`src/rtl/fifo.sv`:
```
// fifo: single-clock first-word-fall-through FIFO with wrap-bit pointers.
// Define FIFO_LEVEL_EN to add the LEVEL occupancy output.
module fifo #(
  parameter int WIDTH = 8,
  parameter int DEPTH = 16,
  localparam int ADDR_W = $clog2(DEPTH)
) (
  input  logic             CLK,
  input  logic             RST,
  input  logic             FI_STB,
  input  logic [WIDTH-1:0] FI_DAT,
  output logic             FI_BSY,
  output logic             FO_STB,
  input  logic             FO_ACK,
  output logic [WIDTH-1:0] FO_DAT
`ifdef FIFO_LEVEL_EN
  ,
  output logic [ADDR_W:0]  LEVEL
`endif
);
  logic [ADDR_W:0] wr_ptr_q, wr_ptr_d, rd_ptr_q, rd_ptr_d;
  logic [WIDTH-1:0] mem_q [DEPTH];
  logic empty, full, push, pop;
  // Flags decode only registered pointers, so FI_BSY/FO_STB never depend on FI_STB/FO_ACK.
  always_comb begin
    empty = wr_ptr_q == rd_ptr_q;
    full = (wr_ptr_q[ADDR_W-1:0] == rd_ptr_q[ADDR_W-1:0]) && (wr_ptr_q[ADDR_W] != rd_ptr_q[ADDR_W]);
    push = FI_STB & ~full;
    pop = FO_ACK & ~empty;
    wr_ptr_d = wr_ptr_q + {{ADDR_W{1'b0}}, push};
    rd_ptr_d = rd_ptr_q + {{ADDR_W{1'b0}}, pop};
    FI_BSY = full;
    FO_STB = ~empty;
    FO_DAT = empty ? '0 : mem_q[rd_ptr_q[ADDR_W-1:0]];
  end
`ifdef FIFO_LEVEL_EN
  assign LEVEL = wr_ptr_q - rd_ptr_q;
`endif
  always_ff @(posedge CLK or negedge RST) begin
    if (!RST) begin
      wr_ptr_q <= '0;
      rd_ptr_q <= '0;
    end else begin
      wr_ptr_q <= wr_ptr_d;
      rd_ptr_q <= rd_ptr_d;
    end
  end
  always_ff @(posedge CLK) begin
    if (push) mem_q[wr_ptr_q[ADDR_W-1:0]] <= FI_DAT;
  end
endmodule

```
`config.mk`:
```
export PLATFORM = sky130hd
export DESIGN_NAME = fifo
export DESIGN_NICKNAME = d
export VERILOG_FILES = /design/src/rtl/fifo.sv
export SDC_FILE = /design/constraint.sdc
export NUM_CORES = 1
export LEC_CHECK = 0
export CAP_MARGIN = 15
export CORE_MARGIN = 1
export CORE_UTILIZATION = 48
export DETAILED_ROUTE_END_ITERATION = 10
export PLACE_DENSITY = 0.68
export SKIP_CTS_REPAIR_TIMING = 1
export SYNTH_ARGS = -nofsm -noshare
export SYNTH_HDL_FRONTEND = slang
export SYNTH_SLANG_ARGS = --single-unit
```
`constraint.sdc`:
```
create_clock -name CLK -period 2.69 [get_ports CLK]
set_clock_uncertainty 0.05 [all_clocks]
set_input_delay 0.269 -clock CLK [delete_from_list [all_inputs] [get_ports CLK]]
set_output_delay 0.269 -clock CLK [all_outputs]
set_load 0.01 [all_outputs]
```
# --- Word level (Yosys, flattened, before mapping) ---
# Memories as Yosys holds them, arrays and structs flattened.
# Index checks and enable logic that the tools add are counted.
word_totals:
  output_inout_bits: 10
  mem_bits_rw: 128
  mem_bits_ro: 0
  word_cells: 16
  memories: 1
  inputBits: 12
  register_bits: 10
  latchBits: 0
memory_table:
  columns: ["memory", "depth", "width", "read_ports", "rd_ports_with_merged_regs", "write_ports", "line_no", "source"]
  rows:
  - ["mem_q", 16, 8, 1, 0, 1, "22", "logic [WIDTH-1:0] mem_q [DEPTH];"]
op_classes:
  mul: 0
  n_addsub: 2
  reduce_logical: 1
  order_cmp: 0
  n_bitwise: 4
  muxes: 3
  eq_ne: 3
  shift: 0
  div: 0
op_table:
  columns: ["cell", "n"]
  rows:
  - ["$add 5x1->5", 2]
  - ["$mux 8", 1]
  - ["$eq 5x5->1", 1]
  - ["$eq 4x4->1", 1]
  - ["$and 1x1->1", 2]
  - ["$mux 1", 2]
  - ["$not 1->1", 2]
  - ["$logic_and 1x1->1", 1]
  - ["$ne 1x1->1", 1]

# --- Logic depth before layout (Yosys ltp) ---
# Gate-level depths: netlist of run 1.
depth:
  ltp_word: 6
  ltp_mapped: 10

# --- Least setup slack after synthesis of run 1 ---
# Ideal clock, no wire load.
synth_timing:
  kind: "register -> register"
  startpoint: "register rd_ptr_q[1]"
  endpoint: "memory mem_q[10][0] (enable)"
  stages_incl_launch_ff: 6
  setup_slack_ps: -223
  required_time_ps: 2221
  arrival_ps: 2443
  period_less_slack_ps: 2913
  setup_ps: 419
  path_cell_list: "dfrtp_1 buf_2 xor2_1 nor4_4 buf_6 a2111oi_0"
synth_between:
  elab_chain_len: 6
synth_rtl:
  columns: ["item", "line_no", "source"]
  rows:
  - ["from (decl)", "21", "logic [ADDR_W:0] wr_ptr_q, wr_ptr_d, rd_ptr_q, rd_ptr_d;"]
  - ["from (signal assigned)", "45", "rd_ptr_q <= rd_ptr_d;"]
  - ["$eq 4x4->1", "27", "full = (wr_ptr_q[ADDR_W-1:0] == rd_ptr_q[ADDR_W-1:0]) && (wr_ptr_q[ADDR_W] != rd_ptr_q[ADDR_W]);"]
  - ["$logic_and 1x1->1", "27", null]
  - ["$not 1->1", "28", "push = FI_STB & ~full;"]
  - ["$and 1x1->1", "28", null]
  - ["$mux 1", "49", "if (push) mem_q[wr_ptr_q[ADDR_W-1:0]] <= FI_DAT;"]
  - ["$mux 1 (not written as such)", "49", null]
  - ["to (decl)", "22", null]
# No other way between the ends.

# --- Final worst setup path of run 1 ---
layout_timing:
  startpoint: "register rd_ptr_q[0]"
  endpoint: "output FO_DAT[7]"
layout_between:
  elab_chain_len: 2
layout_rtl:
  columns: ["item", "line_no", "source"]
  rows:
  - ["$mem_v2 16x8 / $eq 5x5->1 (equally long branches)", null, null]
  - ["$mux 8 *", "34", "FO_DAT = empty ? '0 : mem_q[rd_ptr_q[ADDR_W-1:0]];"]
  - ["to (decl)", "15", "output logic [WIDTH-1:0] FO_DAT"]
# Every way passes the cells marked *; elsewhere a longest branch is shown, timed or not.

==> impl_table.tex, run 1 <==
\begin{tabular}{lr}
\hline
Metric & Value \\
\hline
\multicolumn{2}{l}{\textbf{Floorplanning}} \\
\quad Initial core utilization & 0.501 \\
\quad Width of the die & 109 µm \\
\quad I/O pins & 22 \\
\quad Die area & 11900 µm² \\
\quad Height of the chip & around 110 µm \\
\quad Core area & approximately 11000 µm² \\
\quad Number of rows created at floorplan & 38 \\
\multicolumn{2}{l}{\textbf{STA}} \\
\quad RSZ-0062 raised after global routing & yes \\
\quad Maximum frequency from static timing analysis & roughly 350 MHz \\
\quad Max-slew violation total from the final report & 0 \\
\quad Worst slew margin relative to its limit & 0.258 \\
\quad Period utilisation layout & 1.05 \\
\quad Worst setup margin & -0.131 ns \\
\quad Final setup vio count & 2 \\
\quad Number of hold violations in the final report & 0 \\
\quad Final TNS setup & -0.209 ns \\
\quad Slew at the pin with the worst max-slew slack & approximately 1.1 ns \\
\quad Minimum clock period after layout & about 2.8 ns \\
\multicolumn{2}{l}{\textbf{Finish}} \\
\quad Layout Area Growth over Synthesis & 24.9\% \\
\quad Antenna Diode Count & 0 \\
\quad Final Cell Area & approximately 7000 µm² \\
\quad Total Nets Final & around 340 \\
\quad Fraction of layout instances using a drive strength above 1 & 0.387 \\
\quad Final std cells w/o fill & 473 \\
\multicolumn{2}{l}{\textbf{Clocking}} \\
\quad Worst-Skew Late Latency & roughly 0.4 ns \\
\quad Clock transition at the registers of the reported paths & roughly 0.06 ns \\
\quad CTS tree & yes \\
\quad Clock tree sinks & around 140 \\
\quad Number of H-tree levels & 4 \\
\quad CTS buffer count & 17 \\
\quad Buffer levels on the longest clock path & 2 \\
\quad CTS Root Cell & sky130\_fd\_sc\_hd\_\_clkbuf\_16 \\
\multicolumn{2}{l}{\textbf{Pwr}} \\
\quad Static Leak & between 2 and 2.5 nW \\
\quad Post-route total power & between 8 and 9 mW \\
\quad Power per cell area & 1170 nW/µm² \\
\quad IR drop worst, VDD & just under 0.7 mV \\
\multicolumn{2}{l}{\textbf{Drt}} \\
\quad Iteration-0 DRC count of the detailed router & between 200 and 250 \\
\quad DRC violations left & 0 \\
\quad Total routed wirelength & 11700 µm \\
\quad Via count & between 2000 and 3000 \\
\quad Vias per cell & between 6 and 7 \\
\quad DR pass1 iterations & 5 \\
\quad Routed Antenna Nets & 0 \\
\quad Avg WL per Cell & 24.7 µm \\
\multicolumn{2}{l}{\textbf{Critical path}} \\
\quad Slowest stage delay, CP & roughly 0.55 ns \\
\quad Endpoint arrival time on the critical path & roughly 2.5 ns \\
\quad Worst setup path start & rd\_ptr\_q[0] \\
\quad Crit Reg-Reg Startpoint & wr\_ptr\_q[3] \\
\quad Endpoint type of the worst setup path & primary output \\
\quad Req. time, crit path & 2.37 ns \\
\quad Type of the worst setup path & reg -> out \\
\quad Critical-path maximum fanout & 10 \\
\quad Library cell contributing the largest single delay on the critical path & sky130\_fd\_sc\_hd\_\_mux4\_2 \\
\quad Worst setup SP type & flip-flop \\
\quad List of cells traversed by the critical path & buf\_8, mux4\_2, a22oi\_2, a22oi\_1, clkdlybuf4s50\_1 \\
\multicolumn{2}{l}{\textbf{Place}} \\
\quad Count of buffers from port buffering & 21 \\
\quad DPL Wire Length & approximately 7400 µm \\
\quad Placement-stage worst setup slack & approximately 0.092 ns \\
\quad Placed cells & between 400 and 500 \\
\quad Gp weighted congestion & slightly below 0.8 \\
\quad Area after detailed placement & 6150 µm² \\
\multicolumn{2}{l}{\textbf{Global route}} \\
\quad Maximum number of pins on one net before global-route repair & 24 \\
\quad GRT Residual Overflow & 0 \\
\quad Antenna violations before repair & 0 \\
\quad Total global-route track usage & 0.220 \\
\quad Vias in the first global route & about 2900 \\
\quad Global-route wire length before repair & 17600 µm \\
\multicolumn{2}{l}{\textbf{Logic synthesis}} \\
\quad Sequential-to-total area share from yosys stat & 0.741 \\
\quad Post-synthesis cell count & $\sim$270 \\
\quad Cell area after technology mapping & between 5000 and 6000 µm² \\
\quad Syn avg cell area & 20.8 µm² \\
\quad Net count of the mapped netlist & 282 \\
\quad Distinct cells, synth & 25 \\
\quad Number of synthesis warnings & 0 \\
\quad Register bit total from synthesis & around 140 \\
\multicolumn{2}{l}{\textbf{Flow run}} \\
\quad Max-cap check violation count & 0 \\
\multicolumn{2}{l}{\textbf{Outcome}} \\
\quad Status & finished with violations \\
\quad Violations in the final reports & setup timing \\
\multicolumn{2}{l}{\textbf{Worst hold path}} \\
\quad Hold WC Path Type & in -> async \\
\hline
\end{tabular}
==> cells by family (layout without fill, tap and decap cells) <==
group	after synthesis	after routing	share of synthesized area
fa+ha+maj	4	4	0.00906
simple gates	19	19	0.0217
xor+xnor	12	12	0.0190
flops	138	138	0.741
mux	32	32	0.131
compound gates	42	42	0.0603
buf+inv	19	86	0.0179
==> critical path, delay by kind of cell, from the launching register on <==
| family | cells | cell delay, ns |
|---|---|---|
| DFF | 1 | 0.49 |
| muxes | 1 | 0.55 |
| buffers and inverters | 2 | 0.71 |
| AOI/OAI and AO/OA | 2 | 0.34 |
==> path summary, 6_finish.rpt <==
| path | end | slack, ns | cells past startpoint |
|---|---|---|---|
| worst max-delay path | FO_DAT[7] | -0.13 | 5 |
| worst min-delay path | wr_ptr_q[4] | 0.15 | 1 |
| worst max register to register | mem_q[2][7] | 0.19 | 6 |
| worst min register to register | wr_ptr_q[0] | 0.55 | 1 |
| max in group asynchronous | rd_ptr_q[0] | 2.08 | 1 |
| min in group CLK | wr_ptr_q[0] | 0.55 | 1 |
==> metal layers <==
layer  vias up  wire length (µm)  GRT usage
li1       1239                 -          -
met4         0               245     0.0895
met5         -                 0          0
met2       106              5960      0.352
met1      1480              4660      0.284
met3        18               801     0.0616
==> area by class of cell <==
type,instances,area (µm²)
flip-flops and latches,138,4100
repair buffers,53,518
multi-input cells,109,1510
clock inverters,15,164
inverters,1,3.75
fillers,785,4140
clock buffers,17,425
well taps,140,175
==> placed cells by master, fill, tap and decap left out, types with 5 or more instances in the layout <==
cell type                         synthesis  routed
sky130_fd_sc_hd__edfxtp_1               128     128
sky130_fd_sc_hd__mux4_2                  32      32
sky130_fd_sc_hd__buf_4                    1      28
sky130_fd_sc_hd__clkbuf_16                0      18
sky130_fd_sc_hd__a2111oi_2                0      16
sky130_fd_sc_hd__clkdlybuf4s50_1          0      14
sky130_fd_sc_hd__a22oi_2                  0      13
sky130_fd_sc_hd__a22oi_1                 24      11
sky130_fd_sc_hd__dfrtp_1                 10       9
sky130_fd_sc_hd__dlymetal6s2s_1           0       7
sky130_fd_sc_hd__xor2_1                   7       6
sky130_fd_sc_hd__xnor2_1                  5       5
sky130_fd_sc_hd__inv_6                    0       5
==> cell usage after synthesis <==
| cell type | n | share of area |
|---|---|---|
| sky130_fd_sc_hd__edfxtp_1 | 128 | 0.70 |
| sky130_fd_sc_hd__mux4_2 | 32 | 0.13 |
| sky130_fd_sc_hd__a22oi_1 | 24 | 0.033 |
| sky130_fd_sc_hd__a2111oi_0 | 16 | 0.025 |
| sky130_fd_sc_hd__dfrtp_1 | 10 | 0.045 |
| sky130_fd_sc_hd__xor2_1 | 7 | 0.011 |
| sky130_fd_sc_hd__clkbuf_1 | 6 | 0.0041 |
| sky130_fd_sc_hd__buf_2 | 5 | 0.0045 |
| sky130_fd_sc_hd__xnor2_1 | 5 | 0.0079 |
| sky130_fd_sc_hd__ha_1 | 4 | 0.0091 |
| sky130_fd_sc_hd__nand2_1 | 4 | 0.0027 |
| sky130_fd_sc_hd__nand2b_1 | 4 | 0.0045 |
| sky130_fd_sc_hd__nand3_1 | 3 | 0.0027 |
| sky130_fd_sc_hd__and2_1 | 2 | 0.0023 |
| sky130_fd_sc_hd__and2b_1 | 2 | 0.0027 |
| sky130_fd_sc_hd__buf_1 | 2 | 0.0014 |
| sky130_fd_sc_hd__buf_6 | 2 | 0.0041 |
| sky130_fd_sc_hd__clkbuf_2 | 2 | 0.0018 |
| sky130_fd_sc_hd__or2_2 | 2 | 0.0023 |
| sky130_fd_sc_hd__a21boi_0 | 1 | 0.0014 |
| sky130_fd_sc_hd__a21oi_1 | 1 | 0.00091 |
| sky130_fd_sc_hd__buf_4 | 1 | 0.0014 |
| sky130_fd_sc_hd__inv_1 | 1 | 0.00068 |
| sky130_fd_sc_hd__nor2_1 | 1 | 0.00068 |
| sky130_fd_sc_hd__nor4_4 | 1 | 0.0039 |
==> where the power goes <==
group	internal, mW	switching (mW)	total (mW)
Sequential	2.64	0.173	2.81
Combinational	1.38	1.58	2.95
Clock	1.38	0.909	2.29
Total	5.39	2.66	8.05
==> state kept, by name, indices dropped and copies added (netlist names) <==
name and count:
mem_q 128, rd_ptr_q 5, wr_ptr_q 5
==> stage by stage <==
step,hold slack (ns),utilization
2_1_floorplan,-0.0766,-
3_3_place_gp,0.497,0.557
3_5_place_dp,0.508,0.558
4_1_cts,0.147,0.611
5_1_grt,0.171,0.625
6_report,0.149,0.625
Note: power is estimated with default switching activity, not from simulation.
==> run 2, diff against run 1 <==
--- a/config.mk
+++ b/config.mk
@@ -7,9 +7,8 @@
 export LEC_CHECK = 0
 export CAP_MARGIN = 15
 export CORE_MARGIN = 1
-export CORE_UTILIZATION = 48
+export CORE_UTILIZATION = 40
 export DETAILED_ROUTE_END_ITERATION = 10
-export PLACE_DENSITY = 0.68
 export SKIP_CTS_REPAIR_TIMING = 1
 export SYNTH_ARGS = -nofsm -noshare
 export SYNTH_HDL_FRONTEND = slang
==> impl_table.tex, run 2 (synthesis results as in run 1) <==
\begin{tabular}{lr}
\hline
Metric & Value \\
\hline
\multicolumn{2}{l}{\textbf{Clocking}} \\
\quad Clock transition at the registers of the reported paths & about 0.060 ns \\
\quad Worst-Skew Late Latency & between 0.4 and 0.5 ns \\
\quad CTS Root Cell & sky130\_fd\_sc\_hd\_\_clkbuf\_16 \\
\quad Number of H-tree levels & 4 \\
\quad Buffer levels on the longest clock path & 2 \\
\quad Clock tree sinks & around 140 \\
\quad CTS tree & yes \\
\quad CTS buffer count & 17 \\
\multicolumn{2}{l}{\textbf{Outcome}} \\
\quad Status & finished with violations \\
\quad Violations in the final reports & setup timing \\
\multicolumn{2}{l}{\textbf{Critical path}} \\
\quad Setup slack of the most critical reg-to-reg path & between 0.1 and 0.15 ns \\
\quad Crit Reg-Reg Startpoint & rd\_ptr\_q[0] \\
\quad Req. time, crit path & about 2.4 ns \\
\quad Endpoint arrival time on the critical path & roughly 2.5 ns \\
\quad Cell class contributing the biggest share of worst-path delay & buffers and inverters \\
\quad Endpoint type of the worst setup path & primary output \\
\quad Critical R2R Capture & mem\_q[13][1] \\
\quad Library cell contributing the largest single delay on the critical path & sky130\_fd\_sc\_hd\_\_mux4\_2 \\
\quad Path length in cells of the critical path & 5 \\
\quad Worst setup SP type & flip-flop \\
\quad Critical-path maximum fanout & 8 \\
\quad List of cells traversed by the critical path & buf\_8, mux4\_2, a22oi\_2, a22oi\_1, clkdlybuf4s50\_1 \\
\quad Type of the worst setup path & reg -> out \\
\quad Register-to-Register Path Depth & 7 \\
\quad Slowest stage delay, CP & 0.52 ns \\
\quad Buf+Inv Stages, Crit Path & 2 \\
\multicolumn{2}{l}{\textbf{Finish}} \\
\quad Core Util, Final & 0.515 \\
\quad Layout Area Growth over Synthesis & 24.5\% \\
\quad Fraction of layout instances using a drive strength above 1 & 0.370 \\
\quad Total Nets Final & 340 \\
\quad Most frequent cells in the layout & sky130\_fd\_sc\_hd\_\_edfxtp\_1 (128), sky130\_fd\_sc\_hd\_\_mux4\_2 (32), sky130\_fd\_sc\_hd\_\_buf\_4 (31) \\
\quad Commonest non-fill, non-tap cell in the layout & sky130\_fd\_sc\_hd\_\_edfxtp\_1 \\
\quad Final std cells w/o fill & about 510 \\
\quad Antenna Diode Count & 0 \\
\quad Max FFs per register & 128 \\
\quad Final Cell Area & roughly 7000 µm² \\
\multicolumn{2}{l}{\textbf{Floorplanning}} \\
\quad Core area & 13300 µm² \\
\quad Number of rows created at floorplan & 42 \\
\quad I/O pins & 22 \\
\quad Initial core utilization & 0.414 \\
\quad Width of the die & around 120 µm \\
\quad Height of the chip & $\sim$120 µm \\
\quad Die area & 14300 µm² \\
\multicolumn{2}{l}{\textbf{Place}} \\
\quad Gp weighted congestion & 0.752 \\
\quad Placed cells & around 470 \\
\quad Area after detailed placement & between 6000 and 7000 µm² \\
\quad Count of buffers from port buffering & 21 \\
\quad Placement-stage worst setup slack & roughly 0.24 ns \\
\quad DPL Wire Length & $\sim$7300 µm \\
\multicolumn{2}{l}{\textbf{Global route}} \\
\quad Maximum number of pins on one net before global-route repair & 17 \\
\quad Antenna violations before repair & 0 \\
\quad Total global-route track usage & 0.169 \\
\quad Global-route wire length before repair & 17100 µm \\
\quad Vias in the first global route & about 2900 \\
\quad GRT Residual Overflow & 0 \\
\multicolumn{2}{l}{\textbf{Drt}} \\
\quad Total routed wirelength & around 11000 µm \\
\quad Via count & around 2800 \\
\quad DR pass1 iterations & 4 \\
\quad Avg WL per Cell & about 22 µm \\
\quad Routed Antenna Nets & 0 \\
\quad DRC violations left & 0 \\
\quad Vias per cell & roughly 5.5 \\
\quad Iteration-0 DRC count of the detailed router & 180 \\
\multicolumn{2}{l}{\textbf{STA}} \\
\quad Period utilisation layout & 1.03 \\
\quad Max-slew violation total from the final report & 0 \\
\quad Slew at the pin with the worst max-slew slack & between 0.7 and 0.8 ns \\
\quad Worst slew margin relative to its limit & 0.499 \\
\quad Final setup vio count & 5 \\
\quad Worst setup margin & -0.0889 ns \\
\quad Final TNS setup & -0.359 ns \\
\quad Minimum clock period after layout & between 2 and 3 ns \\
\quad RSZ-0062 raised after global routing & yes \\
\quad Worst hold slack after final layout & 0.128 ns \\
\quad Maximum frequency from static timing analysis & roughly 360 MHz \\
\quad Number of hold violations in the final report & 0 \\
\multicolumn{2}{l}{\textbf{Flow run}} \\
\quad Max-cap check violation count & 0 \\
\multicolumn{2}{l}{\textbf{Pwr}} \\
\quad Static Leak & 2.25 nW \\
\quad IR drop worst, VDD & between 0.6 and 0.7 mV \\
\quad Post-route total power & roughly 7.8 mW \\
\quad Power per cell area & 1130 nW/µm² \\
\multicolumn{2}{l}{\textbf{Worst hold path}} \\
\quad Hold WC Path Type & in -> async \\
\hline
\end{tabular}
-- run 2: final cells by class --
type | count | area [µm²]
tap | 176 | 220
fill | 1096 | 6470
multi-input combinational | 109 | 1490
clock buffer | 19 | 433
clock inverter | 11 | 82.6
inverter | 1 | 3.75
sequential | 138 | 4100
timing repair buffer | 57 | 551
-- run 2: how the worst max path moves through the flow --
stage                     start           end  slack [ns]
floorplan           rd_ptr_q[1]  mem_q[10][0]       -0.22
global placement    rd_ptr_q[0]     FO_DAT[6]        0.28
detailed placement  rd_ptr_q[0]     FO_DAT[1]        0.24
CTS                 rd_ptr_q[0]     FO_DAT[1]       -0.20
global route        rd_ptr_q[0]     FO_DAT[6]       -0.19
finish              rd_ptr_q[0]     FO_DAT[6]       -0.09
-- run 2: per-layer routing --
metal	track usage	part of all wire	up-vias	routed length, µm
li1	-	-	1248	-
met1	0.219	0.43	1467	4800
met2	0.279	0.51	61	5730
met3	0.0413	0.045	10	504
met4	0.0594	0.013	0	142
met5	0	0	-	0
-- run 2: where the power goes --
group / internal [mW] / switching, mW / leakage, nW / total (mW)
Combinational: 1.42 / 1.53 / 0.732 / 2.95
Sequential: 2.64 / 0.167 / 1.27 / 2.80
Clock: 1.24 / 0.789 / 0.244 / 2.03
Total: 5.30 / 2.49 / 2.25 / 7.79
==> run 3, diff against run 2 <==
--- a/config.mk
+++ b/config.mk
@@ -8,6 +8,7 @@
 export CAP_MARGIN = 15
 export CORE_MARGIN = 1
 export CORE_UTILIZATION = 40
+export CTS_BUF_LIST = sky130_fd_sc_hd__clkbuf_8
 export DETAILED_ROUTE_END_ITERATION = 10
 export SKIP_CTS_REPAIR_TIMING = 1
 export SYNTH_ARGS = -nofsm -noshare
==> constraint.sdc (replaced) <==
create_clock -name CLK -period 2.4 [get_ports CLK]
set_clock_uncertainty 0.05 [all_clocks]
set_input_delay 0.24 -clock CLK [delete_from_list [all_inputs] [get_ports CLK]]
set_output_delay 0.24 -clock CLK [all_outputs]
set_load 0.01 [all_outputs]
==> impl_table.tex, run 3 (synthesis results as in run 1) <==
\begin{tabular}{lr}
\hline
Metric & Value \\
\hline
\multicolumn{2}{l}{\textbf{Floorplanning}} \\
\quad Height of the chip & 119 µm \\
\quad Width of the die & $\sim$120 µm \\
\quad Die area & 14300 µm² \\
\quad I/O pins & 22 \\
\quad Initial core utilization & 0.414 \\
\quad Core area & between 10000 and 15000 µm² \\
\quad Number of rows created at floorplan & 42 \\
\multicolumn{2}{l}{\textbf{Clocking}} \\
\quad CTS Root Cell & sky130\_fd\_sc\_hd\_\_clkbuf\_8 \\
\quad CTS tree & yes \\
\quad Buffer levels on the longest clock path & 2 \\
\quad Worst-Skew Late Latency & approximately 0.45 ns \\
\quad Clock tree sinks & roughly 140 \\
\quad Number of H-tree levels & 4 \\
\quad CTS buffer count & 17 \\
\quad Clock transition at the registers of the reported paths & 0.07 ns \\
\multicolumn{2}{l}{\textbf{Outcome}} \\
\quad Violations in the final reports & setup timing \\
\quad Status & finished with violations \\
\multicolumn{2}{l}{\textbf{Finish}} \\
\quad Max FFs per register & 128 \\
\quad Antenna Diode Count & 0 \\
\quad Core Util, Final & 0.524 \\
\quad Number of inserted filler cells in the final layout & $\sim$1100 \\
\quad Multi-input combinational cell area & about 1500 µm² \\
\quad Layout Area Growth over Synthesis & 26.6\% \\
\quad Final std cells w/o fill & about 530 \\
\quad Total Nets Final & around 360 \\
\quad Area taken by flip-flops and latches & a little over 4000 µm² \\
\quad Final Cell Area & 6990 µm² \\
\quad Most frequent cells in the layout & sky130\_fd\_sc\_hd\_\_edfxtp\_1 (128), sky130\_fd\_sc\_hd\_\_buf\_4 (37), sky130\_fd\_sc\_hd\_\_mux4\_2 (32) \\
\quad Fraction of layout instances using a drive strength above 1 & 0.451 \\
\quad Commonest non-fill, non-tap cell in the layout & sky130\_fd\_sc\_hd\_\_edfxtp\_1 \\
\multicolumn{2}{l}{\textbf{STA}} \\
\quad RSZ-0062 raised after global routing & yes \\
\quad Worst hold slack after final layout & 0.0634 ns \\
\quad Period utilisation layout & 1.04 \\
\quad Minimum clock period after layout & $\sim$2.5 ns \\
\quad Number of hold violations in the final report & 0 \\
\quad Final TNS setup & -0.362 ns \\
\quad Worst setup margin & -0.0966 ns \\
\quad Max-slew violation total from the final report & 0 \\
\quad Maximum frequency from static timing analysis & roughly 400 MHz \\
\quad Worst slew margin relative to its limit & 0.554 \\
\quad Slew at the pin with the worst max-slew slack & between 0.6 and 0.7 ns \\
\quad Final setup vio count & 6 \\
\multicolumn{2}{l}{\textbf{Critical path}} \\
\quad Req. time, crit path & 2.11 ns \\
\quad Worst setup SP type & flip-flop \\
\quad Type of the worst setup path & reg -> out \\
\quad Endpoint arrival time on the critical path & $\sim$2.2 ns \\
\quad Endpoint type of the worst setup path & primary output \\
\quad Critical-path maximum fanout & 6 \\
\multicolumn{2}{l}{\textbf{Drt}} \\
\quad Avg WL per Cell & 22.4 µm \\
\quad Via count & between 2000 and 3000 \\
\quad Iteration-0 DRC count of the detailed router & between 200 and 250 \\
\quad Vias per cell & $\sim$5.4 \\
\quad Total routed wirelength & $\sim$12000 µm \\
\quad DRC violations left & 0 \\
\quad Routed Antenna Nets & 0 \\
\quad DR pass1 iterations & 4 \\
\multicolumn{2}{l}{\textbf{Pwr}} \\
\quad Power per cell area & roughly 1300 nW/µm² \\
\quad IR drop worst, VDD & about 0.52 mV \\
\quad Static Leak & between 2 and 2.5 nW \\
\multicolumn{2}{l}{\textbf{Global route}} \\
\quad GRT Residual Overflow & 0 \\
\quad Antenna violations before repair & 0 \\
\quad Vias in the first global route & a little under 3000 \\
\quad Global-route wire length before repair & 17800 µm \\
\quad Maximum number of pins on one net before global-route repair & 20 \\
\quad Total global-route track usage & 0.182 \\
\multicolumn{2}{l}{\textbf{Flow run}} \\
\quad Max-cap check violation count & 0 \\
\multicolumn{2}{l}{\textbf{Place}} \\
\quad DPL Wire Length & 7750 µm \\
\quad Area after detailed placement & 6350 µm² \\
\quad Count of buffers from port buffering & 21 \\
\quad Gp weighted congestion & between 0.7 and 0.8 \\
\quad Placed cells & 486 \\
\multicolumn{2}{l}{\textbf{Worst hold path}} \\
\quad Hold WC Path Type & in -> async \\
\hline
\end{tabular}
[run 3: cell types whose count changed in the layout (fill, tap and decap cells not counted), moves of 6 or more]
cell / change
sky130_fd_sc_hd__clkdlybuf4s50_1: -7
sky130_fd_sc_hd__clkbuf_16: -17
sky130_fd_sc_hd__clkbuf_8: +17
sky130_fd_sc_hd__buf_4: +6
[run 3: stage by stage]
step	setup slack (ns)	power, mW
floorplan	-0.159	4.96
global placement	0.000885	6.53
detailed placement	-0.00198	6.57
CTS	-0.513	8.54
global route	-0.223	9.23
finish	-0.0966	8.80
[run 3: routing by layer]
| metal | global-route usage | share of wire |
|---|---|---|
| met1 | 0.246 | 0.45 |
| met2 | 0.277 | 0.47 |
| met3 | 0.0537 | 0.062 |
| met4 | 0.0734 | 0.016 |
| met5 | 0 | 0 |
[run 3: cell type report]
cell class              instances  area share
clock buffers                  17      0.0335
clock inverters                15      0.0260
inverters                       1    0.000537
multi-input cells             109       0.218
flip-flops and latches        138       0.586
well taps                     176      0.0315
repair buffers                 75       0.104
[run 3: worst paths after layout]
check | from | to | slack [ns] | depth (start not counted)
min | RST | rd_ptr_q[4] | 0.06 | 1
max | rd_ptr_q[0] | FO_DAT[2] | -0.1 | 7
min in group CLK | wr_ptr_q[4] | wr_ptr_q[4] | 0.52 | 1
max reg2reg | rd_ptr_q[1] | mem_q[14][5] | 0.12 | 7
max in group asynchronous | RST | rd_ptr_q[0] | 1.89 | 1
min reg2reg | wr_ptr_q[4] | wr_ptr_q[4] | 0.52 | 1
[run 3: critical path: stages (launching register included)]
cell and delay, ns:
sky130_fd_sc_hd__dfrtp_2 0.42, sky130_fd_sc_hd__buf_6 0.13, sky130_fd_sc_hd__buf_12 0.13, sky130_fd_sc_hd__buf_12 0.10, sky130_fd_sc_hd__mux4_2 0.49, sky130_fd_sc_hd__a22oi_2 0.23
sky130_fd_sc_hd__a22oi_1 0.10, sky130_fd_sc_hd__clkbuf_2 0.14
[run 3: where the power goes]
group	switching (mW)	internal, mW	total, mW
registers	0.161	2.95	3.11
clock network	0.844	1.11	1.96
logic	1.92	1.81	3.73
